[config.mk]
export PLATFORM = sky130hd
export DESIGN_NAME = start_text_sprite_fetch_flat
export DESIGN_NICKNAME = d
export VERILOG_FILES = /design/src/rtl/fruitninja_vga_pkg.sv /design/src/rtl/start_text_sprite_fetch_if.sv /design/src/rtl/start_text_sprite_fetch_blink_timer.sv /design/src/rtl/start_text_sprite_fetch.sv /design/src/flat_wrapper.sv
export SDC_FILE = /design/constraint.sdc
export NUM_CORES = 1
export LEC_CHECK = 0
export ABC_CLOCK_PERIOD_IN_PS = 1230
export BUFFER_PORTS_ARGS = -buffer_cell sky130_fd_sc_hd__buf_2
export CORE_ASPECT_RATIO = 1.1
export CORE_UTILIZATION = 43
export CTS_CLUSTER_SIZE = 20
export DETAILED_ROUTE_END_ITERATION = 10
export PLACE_DENSITY = 0.75
export SKIP_CTS_REPAIR_TIMING = 1
export SLEW_MARGIN = 20
export SYNTH_ARGS = -nofsm -noshare
export SYNTH_HDL_FRONTEND = slang
export SYNTH_SLANG_ARGS = --single-unit
export TNS_END_PERCENT = 50
[constraint.sdc]
create_clock -name clk -period 1.23 [get_ports clk]
set_input_delay 0.0615 -clock clk [delete_from_list [all_inputs] [get_ports clk]]
set_output_delay 0.0615 -clock clk [all_outputs]
set_load 0.005 [all_outputs]
[src/rtl/fruitninja_vga_pkg.sv]
// Shared types and constants for the fruit-ninja VGA pixel pipeline.
package fruitninja_vga_pkg;

    typedef logic [9:0] coord_t;
    typedef logic [3:0] pal_index_t;

    localparam int SCREEN_W = 640;
    localparam int SCREEN_H = 480;

    localparam pal_index_t TRANSPARENT_INDEX = 4'd0;

    // Half-open span test on widened coordinates so lo+size cannot wrap.
    function automatic logic in_span(input logic [10:0] v, input logic [10:0] lo,
                                     input logic [10:0] hi);
        return (v >= lo) && (v < hi);
    endfunction

endpackage

[src/rtl/start_text_sprite_fetch_if.sv]
// Scan-position, sprite-ROM and palette-side signals of the start-text fetch stage.
interface start_text_sprite_fetch_if
    import fruitninja_vga_pkg::*;
#(
    parameter int ADDR_W = 14
) ();

    coord_t             draw_x;
    coord_t             draw_y;
    logic               de;
    logic               frame_start;
    logic               show;
    logic [ADDR_W-1:0]  rom_addr;
    pal_index_t         rom_q;
    pal_index_t         pix_index;
    logic               pix_valid;
    logic               de_d;
    logic               blink_on;

    modport master (
        output draw_x, draw_y, de, frame_start, show, rom_q,
        input  rom_addr, pix_index, pix_valid, de_d, blink_on
    );

    modport slave (
        input  draw_x, draw_y, de, frame_start, show, rom_q,
        output rom_addr, pix_index, pix_valid, de_d, blink_on
    );

endinterface

[src/rtl/start_text_sprite_fetch_blink_timer.sv]
// Frame-counted blink phase generator; held visible while disabled.
module blink_timer #(
    parameter int BLINK_FRAMES = 30
) (
    input  logic clk,
    input  logic reset_n,
    input  logic frame_start,
    input  logic enable,
    output logic blink_on
);

    localparam int CNT_W  = (BLINK_FRAMES > 0) ? $clog2(BLINK_FRAMES + 1) : 1;
    localparam int LAST_I = (BLINK_FRAMES > 0) ? BLINK_FRAMES - 1 : 0;
    localparam logic [CNT_W-1:0] LAST = CNT_W'(LAST_I);

    logic [CNT_W-1:0] cnt_r;
    logic             blink_r;

    // Blink counter and phase; disable wins over a coincident frame pulse.
    always_ff @(posedge clk or negedge reset_n) begin
        if (!reset_n) begin
            cnt_r   <= {CNT_W{1'b0}};
            blink_r <= 1'b1;
        end else if (!enable || (BLINK_FRAMES == 0)) begin
            cnt_r   <= {CNT_W{1'b0}};
            blink_r <= 1'b1;
        end else if (frame_start) begin
            if (cnt_r == LAST) begin
                cnt_r   <= {CNT_W{1'b0}};
                blink_r <= ~blink_r;
            end else begin
                cnt_r   <= cnt_r + {{(CNT_W-1){1'b0}}, 1'b1};
            end
        end else begin
            cnt_r   <= cnt_r;
            blink_r <= blink_r;
        end
    end

    assign blink_on = blink_r;

endmodule

[src/rtl/start_text_sprite_fetch.sv]
// Turns the scan position into a sprite-ROM address and aligns the ROM index
// with validity, blink and a delayed display-enable (2-clock latency).
module start_text_sprite_fetch
    import fruitninja_vga_pkg::*;
#(
    parameter int         TEXT_W       = 256,
    parameter int         TEXT_H       = 64,
    parameter int         POS_X        = 192,
    parameter int         POS_Y        = 208,
    parameter int         ADDR_W       = 14,
    parameter int         BLINK_FRAMES = 30,
    parameter pal_index_t KEY_INDEX    = TRANSPARENT_INDEX
) (
    input  logic                      clk,
    input  logic                      reset_n,
    start_text_sprite_fetch_if.slave  bus
);

    localparam int XB = $clog2(TEXT_W);
    localparam int YB = $clog2(TEXT_H);
    localparam logic [10:0] X_LO = 11'(POS_X);
    localparam logic [10:0] X_HI = 11'(POS_X + TEXT_W);
    localparam logic [10:0] Y_LO = 11'(POS_Y);
    localparam logic [10:0] Y_HI = 11'(POS_Y + TEXT_H);

    logic [10:0]       x_s;
    logic [10:0]       y_s;
    logic [XB-1:0]     col_s;
    logic [YB-1:0]     row_s;
    logic              in_box_s;
    logic [ADDR_W-1:0] addr_s;
    logic              blink_on_s;

    logic [ADDR_W-1:0] rom_addr_r;
    logic              in_box_d1_r, de_d1_r, show_d1_r, blink_d1_r;
    logic              in_box_d2_r, de_d2_r, show_d2_r, blink_d2_r;

    logic              pix_valid_s;
    pal_index_t        pix_index_s;

    blink_timer #(
        .BLINK_FRAMES (BLINK_FRAMES)
    ) u_blink (
        .clk         (clk),
        .reset_n     (reset_n),
        .frame_start (bus.frame_start),
        .enable      (bus.show),
        .blink_on    (blink_on_s)
    );

    // Stage 0: box test and sprite-local address; TEXT_W is a power of two so
    // the column bits concatenate directly under the row bits.
    always_comb begin
        x_s      = {1'b0, bus.draw_x};
        y_s      = {1'b0, bus.draw_y};
        col_s    = XB'(x_s - X_LO);
        row_s    = YB'(y_s - Y_LO);
        in_box_s = in_span(x_s, X_LO, X_HI) && in_span(y_s, Y_LO, Y_HI);
        if (in_box_s) begin
            addr_s = ADDR_W'({row_s, col_s});
        end else begin
            addr_s = {ADDR_W{1'b0}};
        end
    end

    // Stages 1 and 2: ROM address plus the side bits that travel with it.
    always_ff @(posedge clk or negedge reset_n) begin
        if (!reset_n) begin
            rom_addr_r  <= {ADDR_W{1'b0}};
            in_box_d1_r <= 1'b0;
            de_d1_r     <= 1'b0;
            show_d1_r   <= 1'b0;
            blink_d1_r  <= 1'b0;
            in_box_d2_r <= 1'b0;
            de_d2_r     <= 1'b0;
            show_d2_r   <= 1'b0;
            blink_d2_r  <= 1'b0;
        end else begin
            rom_addr_r  <= addr_s;
            in_box_d1_r <= in_box_s;
            de_d1_r     <= bus.de;
            show_d1_r   <= bus.show;
            blink_d1_r  <= blink_on_s;
            in_box_d2_r <= in_box_d1_r;
            de_d2_r     <= de_d1_r;
            show_d2_r   <= show_d1_r;
            blink_d2_r  <= blink_d1_r;
        end
    end

    // Output qualify: the ROM's own output register closes stage 2.
    always_comb begin
        pix_valid_s = in_box_d2_r & de_d2_r & show_d2_r & blink_d2_r &
                      (bus.rom_q != KEY_INDEX);
        if (pix_valid_s) begin
            pix_index_s = bus.rom_q;
        end else begin
            pix_index_s = 4'd0;
        end
    end

    assign bus.rom_addr  = rom_addr_r;
    assign bus.pix_valid = pix_valid_s;
    assign bus.pix_index = pix_index_s;
    assign bus.de_d      = de_d2_r;
    assign bus.blink_on  = blink_on_s;

endmodule

[src/flat_wrapper.sv]
// flat-port wrapper written by rule: the top's interface ports become plain ports
module start_text_sprite_fetch_flat import fruitninja_vga_pkg::*;
#(
    parameter int         TEXT_W       = 256,
    parameter int         TEXT_H       = 64,
    parameter int         POS_X        = 192,
    parameter int         POS_Y        = 208,
    parameter int         ADDR_W       = 14,
    parameter int         BLINK_FRAMES = 30,
    parameter pal_index_t KEY_INDEX    = TRANSPARENT_INDEX
)
  (clk, reset_n, bus_draw_x, bus_draw_y, bus_de, bus_frame_start, bus_show, bus_rom_q, bus_rom_addr, bus_pix_index, bus_pix_valid, bus_de_d, bus_blink_on);
  start_text_sprite_fetch_if #(.ADDR_W(ADDR_W)) bus_i ();
  input  logic clk;
  input  logic reset_n;
  input wire logic [$bits(bus_i.draw_x)-1:0] bus_draw_x;
  input wire logic [$bits(bus_i.draw_y)-1:0] bus_draw_y;
  input wire logic [$bits(bus_i.de)-1:0] bus_de;
  input wire logic [$bits(bus_i.frame_start)-1:0] bus_frame_start;
  input wire logic [$bits(bus_i.show)-1:0] bus_show;
  input wire logic [$bits(bus_i.rom_q)-1:0] bus_rom_q;
  output wire logic [$bits(bus_i.rom_addr)-1:0] bus_rom_addr;
  output wire logic [$bits(bus_i.pix_index)-1:0] bus_pix_index;
  output wire logic [$bits(bus_i.pix_valid)-1:0] bus_pix_valid;
  output wire logic [$bits(bus_i.de_d)-1:0] bus_de_d;
  output wire logic [$bits(bus_i.blink_on)-1:0] bus_blink_on;
  assign bus_i.draw_x = bus_draw_x;
  assign bus_i.draw_y = bus_draw_y;
  assign bus_i.de = bus_de;
  assign bus_i.frame_start = bus_frame_start;
  assign bus_i.show = bus_show;
  assign bus_i.rom_q = bus_rom_q;
  assign bus_rom_addr = bus_i.rom_addr;
  assign bus_pix_index = bus_i.pix_index;
  assign bus_pix_valid = bus_i.pix_valid;
  assign bus_de_d = bus_i.de_d;
  assign bus_blink_on = bus_i.blink_on;
  start_text_sprite_fetch #(.TEXT_W(TEXT_W), .TEXT_H(TEXT_H), .POS_X(POS_X), .POS_Y(POS_Y), .ADDR_W(ADDR_W), .BLINK_FRAMES(BLINK_FRAMES), .KEY_INDEX(KEY_INDEX)) u_core (.clk(clk), .reset_n(reset_n), .bus(bus_i));
endmodule
==> metrics.txt <==
# TYPE chip_impl_metric gauge
chip_impl_info{name="violations",value="setup timing"} 1
chip_impl_metric{name="fillerInstances",unit=""} 218
chip_impl_metric{name="antenna-diode-count",unit=""} 0
chip_impl_metric{name="area_growth_syn_to_layout",unit="%"} 39.6
chip_impl_metric{name="tightestPinTransition",unit="ns"} 0.579
chip_impl_metric{name="detail_route.first_pass.iterations",unit=""} 4
chip_impl_metric{name="slowest_delay",unit="ns"} 0.45
chip_impl_info{name="cts_root_buffer",value="sky130_fd_sc_hd__clkbuf_4"} 1
chip_impl_metric{name="setup_slack_of_the_worst_register_to_register_path",unit="ns"} -0.04
chip_impl_metric{name="number_of_global_route_vias_before_repair",unit=""} 866
chip_impl_metric{name="io_buffer_count",unit=""} 49
chip_impl_info{name="crit_path_end_kind",value="flop"} 1
chip_impl_metric{name="detailedRoute.firstIterationViolations",unit=""} 11
chip_impl_metric{name="placement_rows",unit=""} 20
chip_impl_metric{name="syn-mean-instance-area",unit="um^2"} 12.4
chip_impl_metric{name="post_route_cells_drive_above_1_share",unit="%"} 44.8
chip_impl_metric{name="final_max_slew_viol_count",unit=""} 0
chip_impl_info{name="timing.setup.critical_path_class",value="reg -> reg"} 1
chip_impl_metric{name="antenna_found_initial",unit=""} 0
chip_impl_metric{name="syn-num-nets",unit=""} 138
chip_impl_info{name="critical_path.slowest_cell",value="sky130_fd_sc_hd__dfrtp_1"} 1
chip_impl_metric{name="path_clk_slew",unit="ns"} 0.13
chip_impl_metric{name="timing.final.hold_violations",unit=""} 0
chip_impl_metric{name="grt_max_degree",unit=""} 29
chip_impl_metric{name="clock_period_minus_worst_slack",unit="ns"} 1.27
chip_impl_metric{name="dieArea",unit="um^2"} 3230
chip_impl_metric{name="ys_ff_latch",unit=""} 28
chip_impl_metric{name="fp.dieH",unit="um"} 59.5
chip_impl_metric{name="place.gp.congestion",unit=""} 0.736
chip_impl_metric{name="fp.dieW",unit="um"} 54.3
chip_impl_metric{name="num_vias",unit=""} 1036
chip_impl_info{name="critical_path.cell_chain",value="ha_2, and2_4, a31o_2, and3_4"} 1
chip_impl_metric{name="timing.critical_path.required",unit="ns"} 1.45
chip_impl_info{name="tritoncts_clock_tree",value="built"} 1
chip_impl_metric{name="min_period_over_period",unit="%"} 103
chip_impl_info{name="critPathLaunchType",value="flop"} 1
chip_impl_metric{name="seq_area",unit="um^2"} 702
chip_impl_metric{name="max-slew-margin-rel",unit="%"} 61.4
chip_impl_metric{name="worst_slack",unit="ns"} -0.0410
chip_impl_metric{name="worst_hold_margin",unit="ns"} 0.0167
chip_impl_metric{name="synth_cell_type_count",unit=""} 30
chip_impl_metric{name="total_leakage_power",unit="nW"} 0.933
chip_impl_metric{name="crit_arrival",unit="ns"} 1.49
chip_impl_metric{name="synthesis.instances",unit=""} 104
chip_impl_metric{name="setup_viol",unit=""} 5
chip_impl_metric{name="h_tree_depth",unit=""} 1
chip_impl_metric{name="boundaryPins",unit=""} 50
chip_impl_metric{name="vias_per_cell",unit=""} 5.00
chip_impl_metric{name="final_nets",unit=""} 209
chip_impl_metric{name="floorplan.core_area",unit="um^2"} 2800
chip_impl_metric{name="synthesis.area",unit="um^2"} 1290
chip_impl_info{name="yosysTopAreaCell",value="sky130_fd_sc_hd__dfrtp_1"} 1
chip_impl_metric{name="multi_input_logic_area",unit="um^2"} 515
chip_impl_metric{name="clock_skew_after_layout",unit="ns"} 0.00110
chip_impl_metric{name="cts_num_sinks",unit=""} 28
chip_impl_metric{name="yosys_warnings",unit=""} 0
chip_impl_info{name="synthTopCellsByArea",value="sky130_fd_sc_hd__dfrtp_1, sky130_fd_sc_hd__a211oi_2, sky130_fd_sc_hd__ha_1"} 1
chip_impl_metric{name="power_per_cell_area",unit="nW/um^2"} 892
chip_impl_info{name="rsz0062_at_grt",value="yes"} 1
chip_impl_metric{name="ir_worst_vdd",unit="uV"} 509
chip_impl_metric{name="max-cap-violations",unit=""} 0
chip_impl_metric{name="buffers_plus_inverters_on_the_worst_setup_path",unit=""} 0
chip_impl_metric{name="drt_drc_violations_left",unit=""} 0
chip_impl_metric{name="routed_wire_length_per_instance",unit="um"} 12.9
chip_impl_metric{name="ctsLongestPathBuffers",unit=""} 2
chip_impl_metric{name="tritoncts.num_buffers",unit=""} 3
chip_impl_metric{name="ys_seq_area_share",unit="%"} 54.4
chip_impl_metric{name="final_antenna_net_count",unit=""} 0
chip_impl_metric{name="globalRouteTotalUtil",unit="%"} 15.9
chip_impl_metric{name="floorplan.initialDensity",unit="%"} 46.1
chip_impl_metric{name="crit_fanout",unit=""} 4
chip_impl_info{name="worst_path_dominant_cell_family",value="flip-flops"} 1
chip_impl_info{name="holdCritPathClass",value="in -> reg"} 1
chip_impl_metric{name="worstSkewPairLatency",unit="ns"} 0.31
chip_impl_info{name="status",value="finished with violations"} 1
chip_impl_metric{name="wire_length_reported_by_the_detailed_router",unit="um"} 2660
chip_impl_metric{name="totalPowerFinal",unit="W"} 0.00161
chip_impl_metric{name="globalRoute.totalOverflow",unit=""} 0
chip_impl_metric{name="dpl.hpwl",unit="um"} 1770
chip_impl_metric{name="max_freq",unit="MHz"} 787
chip_impl_metric{name="grt_first_pass_wirelength",unit="um"} 3610
chip_impl_metric{name="synth_top_area_share",unit="%"} 52.3
==> power breakdown <==
group	switching (W)	internal [W]
logic	0.000112	0.000115
registers	0.0000111	0.000942
clock network	0.000246	0.000181
==> cell usage in the layout (no fill, tap or decap), types with 2 or more instances in the layout <==
cell                            count
sky130_fd_sc_hd__inv_1             14
sky130_fd_sc_hd__ha_1               4
sky130_fd_sc_hd__o21ai_0            2
sky130_fd_sc_hd__a21boi_0           2
sky130_fd_sc_hd__nand2_1            6
sky130_fd_sc_hd__nor2_1             2
sky130_fd_sc_hd__buf_12             2
sky130_fd_sc_hd__a211oi_1           2
sky130_fd_sc_hd__nand3b_1           3
sky130_fd_sc_hd__dlygate4sd3_1     14
sky130_fd_sc_hd__a211oi_2           9
sky130_fd_sc_hd__dfrtp_1           27
sky130_fd_sc_hd__a31oi_1            2
sky130_fd_sc_hd__buf_2             49
sky130_fd_sc_hd__buf_4              4
sky130_fd_sc_hd__nor4b_1            3
sky130_fd_sc_hd__clkbuf_4           3
sky130_fd_sc_hd__and2_1             4
==> metal layers <==
metal | up-vias | routed length, um | track usage (%)
li1 | 507 | - | -
met1 | 496 | 1010 | 19.2
met2 | 29 | 1490 | 26.1
met3 | 4 | 96 | 1.54
met4 | 0 | 62 | 11.0
met5 | - | 0 | 0
==> final cells by class <==
cell class | count | area share, %
tap | 33 | 2.29
clock buffer | 4 | 2.01
inverter | 14 | 2.91
multi-input combinational | 59 | 28.6
timing repair buffer | 69 | 25.3
sequential | 28 | 38.9
==> Yosys cell counts (all sizes together) <==
library cell,count
nand3b,3
ha,5
a211oi,11
inv,14
nor4,1
a31oi,2
nor3b,1
buf,3
nand2,6
xor2,1
a21oi,1
nor3,1
and3,2
a41o,1
o21ai,3
nand2b,1
o41a,1
nor4b,3
nor2,2
dfstp,1
a311oi,1
o211ai,1
a21boi,2
a31o,1
nand3,1
and2,5
and4,2
nand4,1
dfrtp,27
==> final timing paths <==
| path | from | to | cells after the start |
|---|---|---|---|
| max | u_core.u_blink.cnt_r[0] | u_core.u_blink.cnt_r[4] | 4 |
| min | bus_draw_y[2] | u_core.bus.rom_addr[10] | 2 |
| max reg2reg | u_core.u_blink.cnt_r[0] | u_core.u_blink.cnt_r[4] | 4 |
| min reg2reg | u_core.show_d1_r | u_core.show_d2_r | 0 |
| max in group asynchronous | reset_n | u_core.u_blink.blink_on | 2 |
| min in group asynchronous | reset_n | u_core.bus.rom_addr[3] | 2 |
==> cell families after synthesis <==
kind of cell | Yosys count | share of synthesized area [%]
simple gates | 29 | 14.5
compound gates | 24 | 18.9
xor+xnor | 1 | 0.678
buf+inv | 17 | 6.69
fa+ha+maj | 5 | 4.84
flops | 28 | 54.4
==> through the flow <==
stage                     cell area, um^2  std cells  setup slack, ns  setup TNS [ns]  utilization, %
after floorplan                      1290        104          0.00614               0               -
after global placement               1610        188         -0.00705        -0.00705            57.4
after detailed placement             1610        188          -0.0541          -0.101            57.4
after CTS                            1650        192          -0.0725          -0.407            58.7
after global routing                 1800        207           -0.188           -1.24            64.3
final                                1800        207          -0.0410          -0.163            64.3
==> state kept, by name, summed over array words and instances, names as in the netlist <==
name,count
u_core.bus.de_d,1
u_core.blink_d1_r,1
u_core.de_d1_r,1
u_core.in_box_d2_r,1
u_core.u_blink.blink_on,1
u_core.bus.rom_addr,14
u_core.blink_d2_r,1
u_core.in_box_d1_r,1
u_core.show_d2_r,1
u_core.show_d1_r,1
u_core.u_blink.cnt_r,5
No activity file was read; power rests on OpenSTA's default activity.
